**src/rtl/l1_dcache_resp_adapter_if.sv**
```systemverilog
// Handshake bundle between core request/response side, dcache response side and the adapter.
interface l1_dcache_resp_adapter_if;
  logic        req_valid_i;
  logic        req_gnt_i;
  logic        req_we_i;
  logic [1:0]  req_size_i;
  logic [2:0]  req_addr_lo_i;
  logic        req_signed_i;
  logic        dresp_rvalid_i;
  logic [63:0] dresp_rdata_i;
  logic        core_resp_valid_o;
  logic        core_resp_ready_i;
  logic [63:0] core_resp_data_o;
  logic        core_resp_is_store_o;
  logic        can_issue_o;
  logic [1:0]  outstanding_o;
  logic        err_o;

  modport master (
    output req_valid_i, req_gnt_i, req_we_i, req_size_i, req_addr_lo_i, req_signed_i,
    output dresp_rvalid_i, dresp_rdata_i, core_resp_ready_i,
    input  core_resp_valid_o, core_resp_data_o, core_resp_is_store_o,
    input  can_issue_o, outstanding_o, err_o
  );

  modport slave (
    input  req_valid_i, req_gnt_i, req_we_i, req_size_i, req_addr_lo_i, req_signed_i,
    input  dresp_rvalid_i, dresp_rdata_i, core_resp_ready_i,
    output core_resp_valid_o, core_resp_data_o, core_resp_is_store_o,
    output can_issue_o, outstanding_o, err_o
  );
endinterface

```
**src/rtl/l1_dcache_resp_adapter.sv**
```systemverilog
// Aligns/extends in-order dcache read words for the core, tracking up to two requests in flight.
// Optional macro L1_DRESP_BYPASS_EN forwards a response combinationally when the buffer is empty.
module l1_dcache_resp_adapter (
  input logic                      clk,
  input logic                      rst,
  l1_dcache_resp_adapter_if.slave  bus
);
  localparam int DATA_W = 64;

  typedef struct packed {
    logic       we;
    logic [1:0] size;
    logic [2:0] lo;
    logic       sgn;
  } meta_t;

  typedef enum logic [1:0] {IDLE, BUSY, FULL} state_t;

  function automatic logic [DATA_W-1:0] align_load(input logic [DATA_W-1:0] raw,
                                                   input logic [1:0] size,
                                                   input logic [2:0] lo,
                                                   input logic sgn);
    logic [DATA_W-1:0] sh;
    logic [5:0]        amt;
    logic signed [DATA_W-1:0] ext;
    amt = (size == 2'd3) ? 6'd0 : {lo, 3'b000};
    sh  = raw >> amt;
    unique case (size)
      2'd0:    ext = {{56{sgn & sh[7]}},  sh[7:0]};
      2'd1:    ext = {{48{sgn & sh[15]}}, sh[15:0]};
      2'd2:    ext = {{32{sgn & sh[31]}}, sh[31:0]};
      default: ext = sh;
    endcase
    return ext;
  endfunction

  state_t            state;
  meta_t             meta_q [2];
  logic              meta_wr, meta_rd;
  logic [1:0]        out_cnt, out_nxt;
  logic [DATA_W-1:0] buf_data [2];
  logic              buf_st [2];
  logic              buf_wr, buf_rd;
  logic [1:0]        buf_cnt, buf_nxt;
  logic              err_q;

  logic              can_issue, push, bad_req, pop, orphan;
  logic              buf_push, buf_pop;
  logic [DATA_W-1:0] aligned;
  logic              aligned_st;
  logic [2:0]        sum_nxt;
  state_t            state_nxt;
  meta_t             head;

  assign can_issue  = (state != FULL);
  assign push       = bus.req_valid_i & bus.req_gnt_i & can_issue;
  assign bad_req    = bus.req_valid_i & bus.req_gnt_i & ~can_issue;
  assign pop        = bus.dresp_rvalid_i & (out_cnt != 2'd0);
  assign orphan     = bus.dresp_rvalid_i & (out_cnt == 2'd0);
  assign head       = meta_q[meta_rd];
  assign aligned    = head.we ? '0 : align_load(bus.dresp_rdata_i, head.size, head.lo, head.sgn);
  assign aligned_st = head.we;

`ifdef L1_DRESP_BYPASS_EN
  // An empty buffer lets the popped response reach the core in the same cycle.
  logic byp;
  assign byp      = pop & (buf_cnt == 2'd0);
  assign buf_push = pop & ~(byp & bus.core_resp_ready_i);
  assign buf_pop  = (buf_cnt != 2'd0) & bus.core_resp_ready_i;
  assign bus.core_resp_valid_o    = (buf_cnt != 2'd0) | byp;
  assign bus.core_resp_data_o     = byp ? aligned : buf_data[buf_rd];
  assign bus.core_resp_is_store_o = byp ? aligned_st : buf_st[buf_rd];
`else
  assign buf_push = pop;
  assign buf_pop  = (buf_cnt != 2'd0) & bus.core_resp_ready_i;
  assign bus.core_resp_valid_o    = (buf_cnt != 2'd0);
  assign bus.core_resp_data_o     = buf_data[buf_rd];
  assign bus.core_resp_is_store_o = buf_st[buf_rd];
`endif

  assign bus.can_issue_o   = can_issue;
  assign bus.outstanding_o = out_cnt;
  assign bus.err_o         = err_q;

  always_comb begin
    out_nxt = out_cnt;
    unique case ({push, pop})
      2'b10:   out_nxt = out_cnt + 2'd1;
      2'b01:   out_nxt = out_cnt - 2'd1;
      default: out_nxt = out_cnt;
    endcase
    buf_nxt = buf_cnt;
    unique case ({buf_push, buf_pop})
      2'b10:   buf_nxt = buf_cnt + 2'd1;
      2'b01:   buf_nxt = buf_cnt - 2'd1;
      default: buf_nxt = buf_cnt;
    endcase
    sum_nxt   = {1'b0, out_nxt} + {1'b0, buf_nxt};
    state_nxt = (sum_nxt == 3'd0) ? IDLE : (sum_nxt == 3'd1) ? BUSY : FULL;
  end

  // Control state, counters and the response buffer (cleared so outputs read zero after reset).
  always_ff @(posedge clk) begin
    if (!rst) begin
      state       <= IDLE;
      meta_wr     <= 1'b0;
      meta_rd     <= 1'b0;
      out_cnt     <= 2'd0;
      buf_wr      <= 1'b0;
      buf_rd      <= 1'b0;
      buf_cnt     <= 2'd0;
      err_q       <= 1'b0;
      buf_data[0] <= '0;
      buf_data[1] <= '0;
      buf_st[0]   <= 1'b0;
      buf_st[1]   <= 1'b0;
    end else begin
      state   <= state_nxt;
      out_cnt <= out_nxt;
      buf_cnt <= buf_nxt;
      if (bad_req | orphan) err_q <= 1'b1;
      if (push) meta_wr <= ~meta_wr;
      if (pop)  meta_rd <= ~meta_rd;
      if (buf_push) begin
        buf_data[buf_wr] <= aligned;
        buf_st[buf_wr]   <= aligned_st;
        buf_wr           <= ~buf_wr;
      end
      if (buf_pop) buf_rd <= ~buf_rd;
    end
  end

  // Metadata storage is qualified by the counters, so it needs no reset.
  always_ff @(posedge clk) begin
    if (push) meta_q[meta_wr] <= '{we: bus.req_we_i, size: bus.req_size_i,
                                   lo: bus.req_addr_lo_i, sgn: bus.req_signed_i};
  end
endmodule

```
**src/flat_wrapper.sv**
```systemverilog
// flat-port wrapper written by rule: the top's interface ports become plain ports
module l1_dcache_resp_adapter_flat 
  (clk, rst, bus_req_valid_i, bus_req_gnt_i, bus_req_we_i, bus_req_size_i, bus_req_addr_lo_i, bus_req_signed_i, bus_dresp_rvalid_i, bus_dresp_rdata_i, bus_core_resp_ready_i, bus_core_resp_valid_o, bus_core_resp_data_o, bus_core_resp_is_store_o, bus_can_issue_o, bus_outstanding_o, bus_err_o);
  l1_dcache_resp_adapter_if bus_i ();
  input logic clk;
  input logic rst;
  input wire logic [$bits(bus_i.req_valid_i)-1:0] bus_req_valid_i;
  input wire logic [$bits(bus_i.req_gnt_i)-1:0] bus_req_gnt_i;
  input wire logic [$bits(bus_i.req_we_i)-1:0] bus_req_we_i;
  input wire logic [$bits(bus_i.req_size_i)-1:0] bus_req_size_i;
  input wire logic [$bits(bus_i.req_addr_lo_i)-1:0] bus_req_addr_lo_i;
  input wire logic [$bits(bus_i.req_signed_i)-1:0] bus_req_signed_i;
  input wire logic [$bits(bus_i.dresp_rvalid_i)-1:0] bus_dresp_rvalid_i;
  input wire logic [$bits(bus_i.dresp_rdata_i)-1:0] bus_dresp_rdata_i;
  input wire logic [$bits(bus_i.core_resp_ready_i)-1:0] bus_core_resp_ready_i;
  output wire logic [$bits(bus_i.core_resp_valid_o)-1:0] bus_core_resp_valid_o;
  output wire logic [$bits(bus_i.core_resp_data_o)-1:0] bus_core_resp_data_o;
  output wire logic [$bits(bus_i.core_resp_is_store_o)-1:0] bus_core_resp_is_store_o;
  output wire logic [$bits(bus_i.can_issue_o)-1:0] bus_can_issue_o;
  output wire logic [$bits(bus_i.outstanding_o)-1:0] bus_outstanding_o;
  output wire logic [$bits(bus_i.err_o)-1:0] bus_err_o;
  assign bus_i.req_valid_i = bus_req_valid_i;
  assign bus_i.req_gnt_i = bus_req_gnt_i;
  assign bus_i.req_we_i = bus_req_we_i;
  assign bus_i.req_size_i = bus_req_size_i;
  assign bus_i.req_addr_lo_i = bus_req_addr_lo_i;
  assign bus_i.req_signed_i = bus_req_signed_i;
  assign bus_i.dresp_rvalid_i = bus_dresp_rvalid_i;
  assign bus_i.dresp_rdata_i = bus_dresp_rdata_i;
  assign bus_i.core_resp_ready_i = bus_core_resp_ready_i;
  assign bus_core_resp_valid_o = bus_i.core_resp_valid_o;
  assign bus_core_resp_data_o = bus_i.core_resp_data_o;
  assign bus_core_resp_is_store_o = bus_i.core_resp_is_store_o;
  assign bus_can_issue_o = bus_i.can_issue_o;
  assign bus_outstanding_o = bus_i.outstanding_o;
  assign bus_err_o = bus_i.err_o;
  l1_dcache_resp_adapter u_core (.clk(clk), .rst(rst), .bus(bus_i));
endmodule
```
**config.mk**
```make
export PLATFORM = sky130hd
export DESIGN_NAME = l1_dcache_resp_adapter_flat
export DESIGN_NICKNAME = d
export VERILOG_FILES = /design/src/rtl/l1_dcache_resp_adapter_if.sv /design/src/rtl/l1_dcache_resp_adapter.sv /design/src/flat_wrapper.sv
export SDC_FILE = /design/constraint.sdc
export NUM_CORES = 1
export LEC_CHECK = 0
export CORE_UTILIZATION = 43
export CTS_CLUSTER_DIAMETER = 150
export DETAILED_ROUTE_END_ITERATION = 8
export HOLD_SLACK_MARGIN = 0.06
export PLACE_DENSITY = 0.67
export REMOVE_ABC_BUFFERS = 1
export SLEW_MARGIN = 10
export SYNTH_ARGS = -nofsm -noshare
export SYNTH_HDL_FRONTEND = slang
export SYNTH_SLANG_ARGS = --single-unit
```
**constraint.sdc**
```tcl
create_clock -name clk -period 7.9 [get_ports clk]
set_input_delay 0.79 -clock clk [delete_from_list [all_inputs] [get_ports clk]]
set_output_delay 0.79 -clock clk [all_outputs]
set_load 0.01 [all_outputs]
```
==> impl_metrics.toml, run 1 <==
[finish]
syn_to_final_growth_pct = 25.9
num_antenna_cells = 0
fill_cells = 1701
final_layout_size_suffix_gt1_share_pct = 14.1
fin_nets = 977

[global_route]
met1_usage_pct = 32.5
grt_pass1_wl_um = 36500
grt_max_degree = 66
antenna_found_initial = 0
grt_usage_pct = 24.2
grt_util_met2_pct = 38.4
grt_overflow = 0
grt_pass1_vias = 6591
grt-busiest-layer = "met2"
use_met3_pct = 4.59

[place]
hpwlAfterDp_um = 15100
port-buffer-count = 146
gp_congestion = 0.857
dp_slack_ns = 3.51

[drt]
wirelength_um = 23800
firstDrtPassIters = 5
vias_per_cell = 5.78
wire_per_inst_um = 20.3
drc = 0
drt_iter0_markers = 728
final_antenna_net_count = 0
dr_total_vias = 6785

[cts]
tritoncts = "done"
cts.clk_slew.worst_paths_ns = 0.06
cts_num_sinks = 157
cts_setup_buffers = 0
worst_skew_pair.late_latency_ns = 0.43
cts-root-buf = "clkbuf_16"
h-tree-depth = 4
clk_path_buf_depth = 2
cts_hold_buf = 0
cts_resized = 0
cts_made_buffers = 17

[synth]
synth-adder-area-share_pct = 0.675
muxShareOfSynthArea_pct = 15.1
synth_edf_count = 142
syn-cell-area_um2 = 8530
yosysWarnings = 0
yosysSeqAreaShare_pct = 53.5
ys_top_cells_by_count = "edfxtp_1 (142), a21oi_1 (93), o21ai_0 (93), nand2_1 (92), mux2_2 (67)"
yosysTopAreaCell = "edfxtp_1"
ys_async_sr_fraction_pct = 0
synth_cell_type_count = 52
synth_cells = 781
ys_top_cells_by_area = "edfxtp_1 (50%), mux2_2 (8.8%), a21oi_1 (5.5%), o21ai_0 (5.5%), mux2i_1 (5.2%)"
synth_top_area_share_pct = 50.0
synth_top_family_by_area = "compound AO/OA/AOI/OAI gates"
synthXorXnorAreaFrac_pct = 0.821
synth_most_common_cell = "edfxtp_1"
yosys_most_used_dff = "edfxtp_1"
synth-compound-area-share_pct = 17.1
avgSynthCellArea_um2 = 10.9
yosys.area_share.simple_pct = 8.83
yosys_register_bits = 157

[outcome]
outcome = "finished, final reports clean"

[die]
rows = 51
core_um2 = 19500
fp.dieW_um = 143
die_h_um = 143
start_util_pct = 43.8
die-area_um2 = 20400
top_level_ports = 147

[hold_path]
hp-start = "u_core.bus.err_o"
hp-class = "flip-flop to flip-flop"

[timing]
holdWs_ns = 0.490
maxSlewViolCount = 0
fin_ws_ns = 3.78
final.period_utilization_pct = 52.2
rsz0062_at_grt = "false"
hold_violations = 0
slew_headroom_pct = 20.4
finalSetupViolCount = 0
finalClockSkew_ns = 0.00719
fmax_mhz = 243
setup-tns-final_ns = 0
fin_crit_ns = 4.12
tightest_slew_ns = 1.19

[power]
power_density_nw_per_um2 = 298
ir_drop_mv = 0.179
p_leak_nw = 4.05

[critical_path]
crit_path_end_kind = "flip-flop"
worst-setup-path-type = "flip-flop to flip-flop"
arrival_ns = 4.26
path_max_fanout = 37
required_ns = 8.04
worstSetupStartpointType = "flip-flop"

[job]
maxCapViolCount = 0
cell usage in the layout (no fill, tap or decap), types with 3 or more instances in the layout:
master | Yosys | final
inv_1 | 10 | 10
nor3_1 | 6 | 6
edfxtp_1 | 142 | 142
a22o_1 | 6 | 6
o21a_1 | 5 | 5
nand3_1 | 8 | 8
buf_4 | 1 | 12
a221oi_1 | 3 | 3
mux2_2 | 67 | 67
mux4_2 | 4 | 4
a21oi_1 | 93 | 93
nor2_1 | 45 | 45
inv_6 | 0 | 3
a211oi_1 | 9 | 9
clkinv_4 | 0 | 3
clkdlybuf4s50_1 | 0 | 146
and3_1 | 7 | 7
or3_1 | 4 | 4
clkbuf_1 | 38 | 3
clkbuf_16 | 0 | 20
nand2_1 | 92 | 92
a22oi_1 | 6 | 5
o21ai_0 | 93 | 91
xnor2_1 | 6 | 6
dfxtp_1 | 15 | 14
a21bo_2 | 4 | 4
a31oi_1 | 4 | 4
ha_1 | 3 | 3
mux2i_1 | 44 | 44
and2_1 | 10 | 10
power breakdown:
group	switching, mW	internal [mW]	total, mW
logic	0.709	0.571	1.28
clock network	0.340	0.495	0.835
registers	0.0483	1.04	1.09
total	1.10	2.11	3.21
critical path: stages, from the launching register on:
cell and delay (ns):
dfxtp_1 0.72, a21boi_4 0.43, a22o_1 0.79, a211oi_1 0.35, o21ai_2 0.37, o31a_1 0.50, buf_4 0.50, o21ai_0 0.15
routing by layer:
layer / vias up / part of all wire, %
li1: 3127 / -
met1: 3288 / 42
met2: 324 / 47
met3: 46 / 8.1
met4: 0 / 2.5
met5: - / 0
metrics by stage:
stage | total power [mW] | cell area, um^2 | cells | util (%)
final | 3.21 | 10700 | 1174 | 55.2
after global routing | 3.37 | 10700 | 1174 | 55.2
after CTS | 3.21 | 10700 | 1174 | 55.2
after detailed placement | 2.38 | 10100 | 1142 | 52.1
after global placement | 2.38 | 10100 | 1142 | 52.1
after floorplan | 1.87 | 8230 | 719 | -
final timing paths:
path              slack (ns)                     end  cells past startpoint
setup / recovery        3.78  u_core.buf_data[1][30]                      7
hold / removal          0.49        u_core.bus.err_o                      1
setup reg to reg        3.78  u_core.buf_data[1][30]                      7
hold reg to reg         0.49        u_core.bus.err_o                      1
kinds of logic after synthesis:
family / after synthesis
AOI/OAI and AO/OA: 247
xor gates and xnor gates: 8
adders and majority gates: 4
buffers and inverters: 72
DFF: 157
muxes: 115
and+or+nand+nor: 178
layout make-up:
| class | count | area [um^2] | share of cell area (%) |
|---|---|---|---|
| clock buffers | 23 | 512 | 4.76 |
| repair buffers | 158 | 1550 | 14.4 |
| multi-input cells | 552 | 3650 | 34.0 |
| clock inverters | 9 | 93.8 | 0.873 |
| flip-flops and latches | 157 | 4570 | 42.5 |
| well taps | 265 | 332 | 3.09 |
| inverters | 10 | 37.5 | 0.349 |
state kept, by name, indices dropped and copies added (netlist names), named ones only:
name	cells
u_core.bus.err_o	1
u_core.state	2
u_core.bus.outstanding_o	2
u_core.buf_rd	1
u_core.meta_wr	1
u_core.meta_rd	1
u_core.buf_st	2
u_core.buf_data	128
u_core.buf_cnt	2
u_core.meta_q	14
u_core.buf_wr	1
No activity file was read; power rests on OpenSTA's default activity.
==> run 2, diff against run 1 <==
==> constraint.sdc (replaced) <==
create_clock -name clk -period 4.07 [get_ports clk]
set_input_delay 0.407 -clock clk [delete_from_list [all_inputs] [get_ports clk]]
set_output_delay 0.407 -clock clk [all_outputs]
set_load 0.01 [all_outputs]
==> impl_metrics.toml, run 2 (synthesis results as in run 1) <==
[outcome]
outcome = "finished, final reports clean"

[power]
p_switching_mw = 2.15
switching_share_pct = 34.3
comb_power_share_pct = 39.3
ir_drop_mv = 0.315
power_density_nw_per_um2 = 577
finalPower_mw = 6.26
p_int_mw = 4.11
p_leak_nw = 4.10
p_seq_share_pct = 34.4
p_clk_share_pct = 26.2

[critical_path]
arrival_ns = 3.75
worstSetupStartpointType = "flip-flop"
path_max_fanout = 26
crit_path_end_kind = "flip-flop"
worst-setup-path-type = "flip-flop to flip-flop"
required_ns = 4.34

[timing]
setup-tns-final_ns = 0
holdWs_ns = 0.510
tightest_slew_ns = 1.15
finalSetupViolCount = 0
finalClockSkew_ns = 0.00542
fin_crit_ns = 3.47
final.period_utilization_pct = 85.3
rsz0062_at_grt = "false"
fmax_mhz = 288
slew_headroom_pct = 23.3
maxSlewViolCount = 0
hold_violations = 0

[global_route]
antenna_found_initial = 0
grt_overflow = 0
grt_pass1_wl_um = 36400
grt_max_degree = 65
grt_pass1_vias = 6561
grt_usage_pct = 24.2

[hold_path]
hp-class = "flip-flop to flip-flop"

[die]
fp.dieW_um = 143
die-area_um2 = 20400
top_level_ports = 147
core_um2 = 19500
rows = 51
start_util_pct = 43.8
die_h_um = 143

[job]
maxCapViolCount = 0

[finish]
fin_nets = 989
final_common_cell = "clkdlybuf4s50_1"
syn_to_final_growth_pct = 27.2
fin_area_um2 = 10800
largest_reg_flops = 128
final_cell_mix = "clkdlybuf4s50_1 (146), edfxtp_1 (142), a21oi_1 (93)"
top_regs = "u_core.buf_data (128), u_core.meta_q (14)"
num_antenna_cells = 0
final_layout_size_suffix_gt1_share_pct = 15.5
max_flop_register = "u_core.buf_data"

[cts]
tritoncts = "done"
cts.clk_slew.worst_paths_ns = 0.06
cts_made_buffers = 17
cts-root-buf = "clkbuf_16"
h-tree-depth = 4
worst_skew_pair.late_latency_ns = 0.43
cts_hold_buf = 0
cts_resized = 0
cts_setup_buffers = 0
clk_path_buf_depth = 2
cts_num_sinks = 157

[place]
gp_congestion = 0.896
hpwlAfterDp_um = 16100
placed_area_um2 = 10200
port-buffer-count = 146

[drt]
wire_per_inst_um = 20.2
firstDrtPassIters = 7
drc = 0
dr_total_vias = 6792
vias_per_cell = 5.73
drt_iter0_markers = 701
final_antenna_net_count = 0
wirelength_um = 23900
[run 2: per-layer routing]
layer,routed length (um),vias up,track usage (%)
met5,0,-,0
met3,2260,44,5.80
met1,9870,3232,31.8
li1,-,3163,-
met4,579,0,9.68
met2,11200,353,38.3
[run 2: through the flow]
stage          setup slack, ns  utilization (%)  instances
6_report                 0.600             55.7       1186
5_1_grt                  0.346             55.7       1186
4_1_cts                  0.648             55.7       1186
3_5_place_dp             0.672             52.6       1154
3_3_place_gp             0.770             52.6       1154
2_1_floorplan            -1.70                -        719
[run 2: critical path: stages (launching register included)]
cell	delay [ns]
dfxtp_1	0.70
a21boi_4	0.42
a22o_4	0.34
buf_4	0.35
a211oi_1	0.13
a211oi_1	0.46
o21ai_2	0.19
o31a_1	0.26
buf_4	0.27
a21oi_1	0.17
[run 2: worst paths after layout]
kind,slack [ns],depth (start not counted),startpoint,endpoint
max reg2reg,0.60,9,flip-flop,u_core.buf_data[0][55]
min,0.51,1,u_core.bus.err_o,u_core.bus.err_o
min reg2reg,0.51,1,u_core.bus.err_o,u_core.bus.err_o
max,0.60,9,flip-flop,u_core.buf_data[0][55]
[run 2: area by class of cell]
type                    count  area, um^2
fillers                  1680        8610
flip-flops and latches    157        4570
multi-input cells         552        3650
repair buffers            170        1650
clock buffers              19         453
well taps                 265         332
clock inverters            13         155
inverters                  10        37.5
[run 2: power by group through the flow]
stage	clock network, mW	logic (mW)	registers, mW
global placement	0	2.44	2.18
detailed placement	0	2.44	2.19
CTS	1.65	2.46	2.16
global route	1.71	2.66	2.18
floorplan	0	1.42	2.21
finish	1.64	2.46	2.16
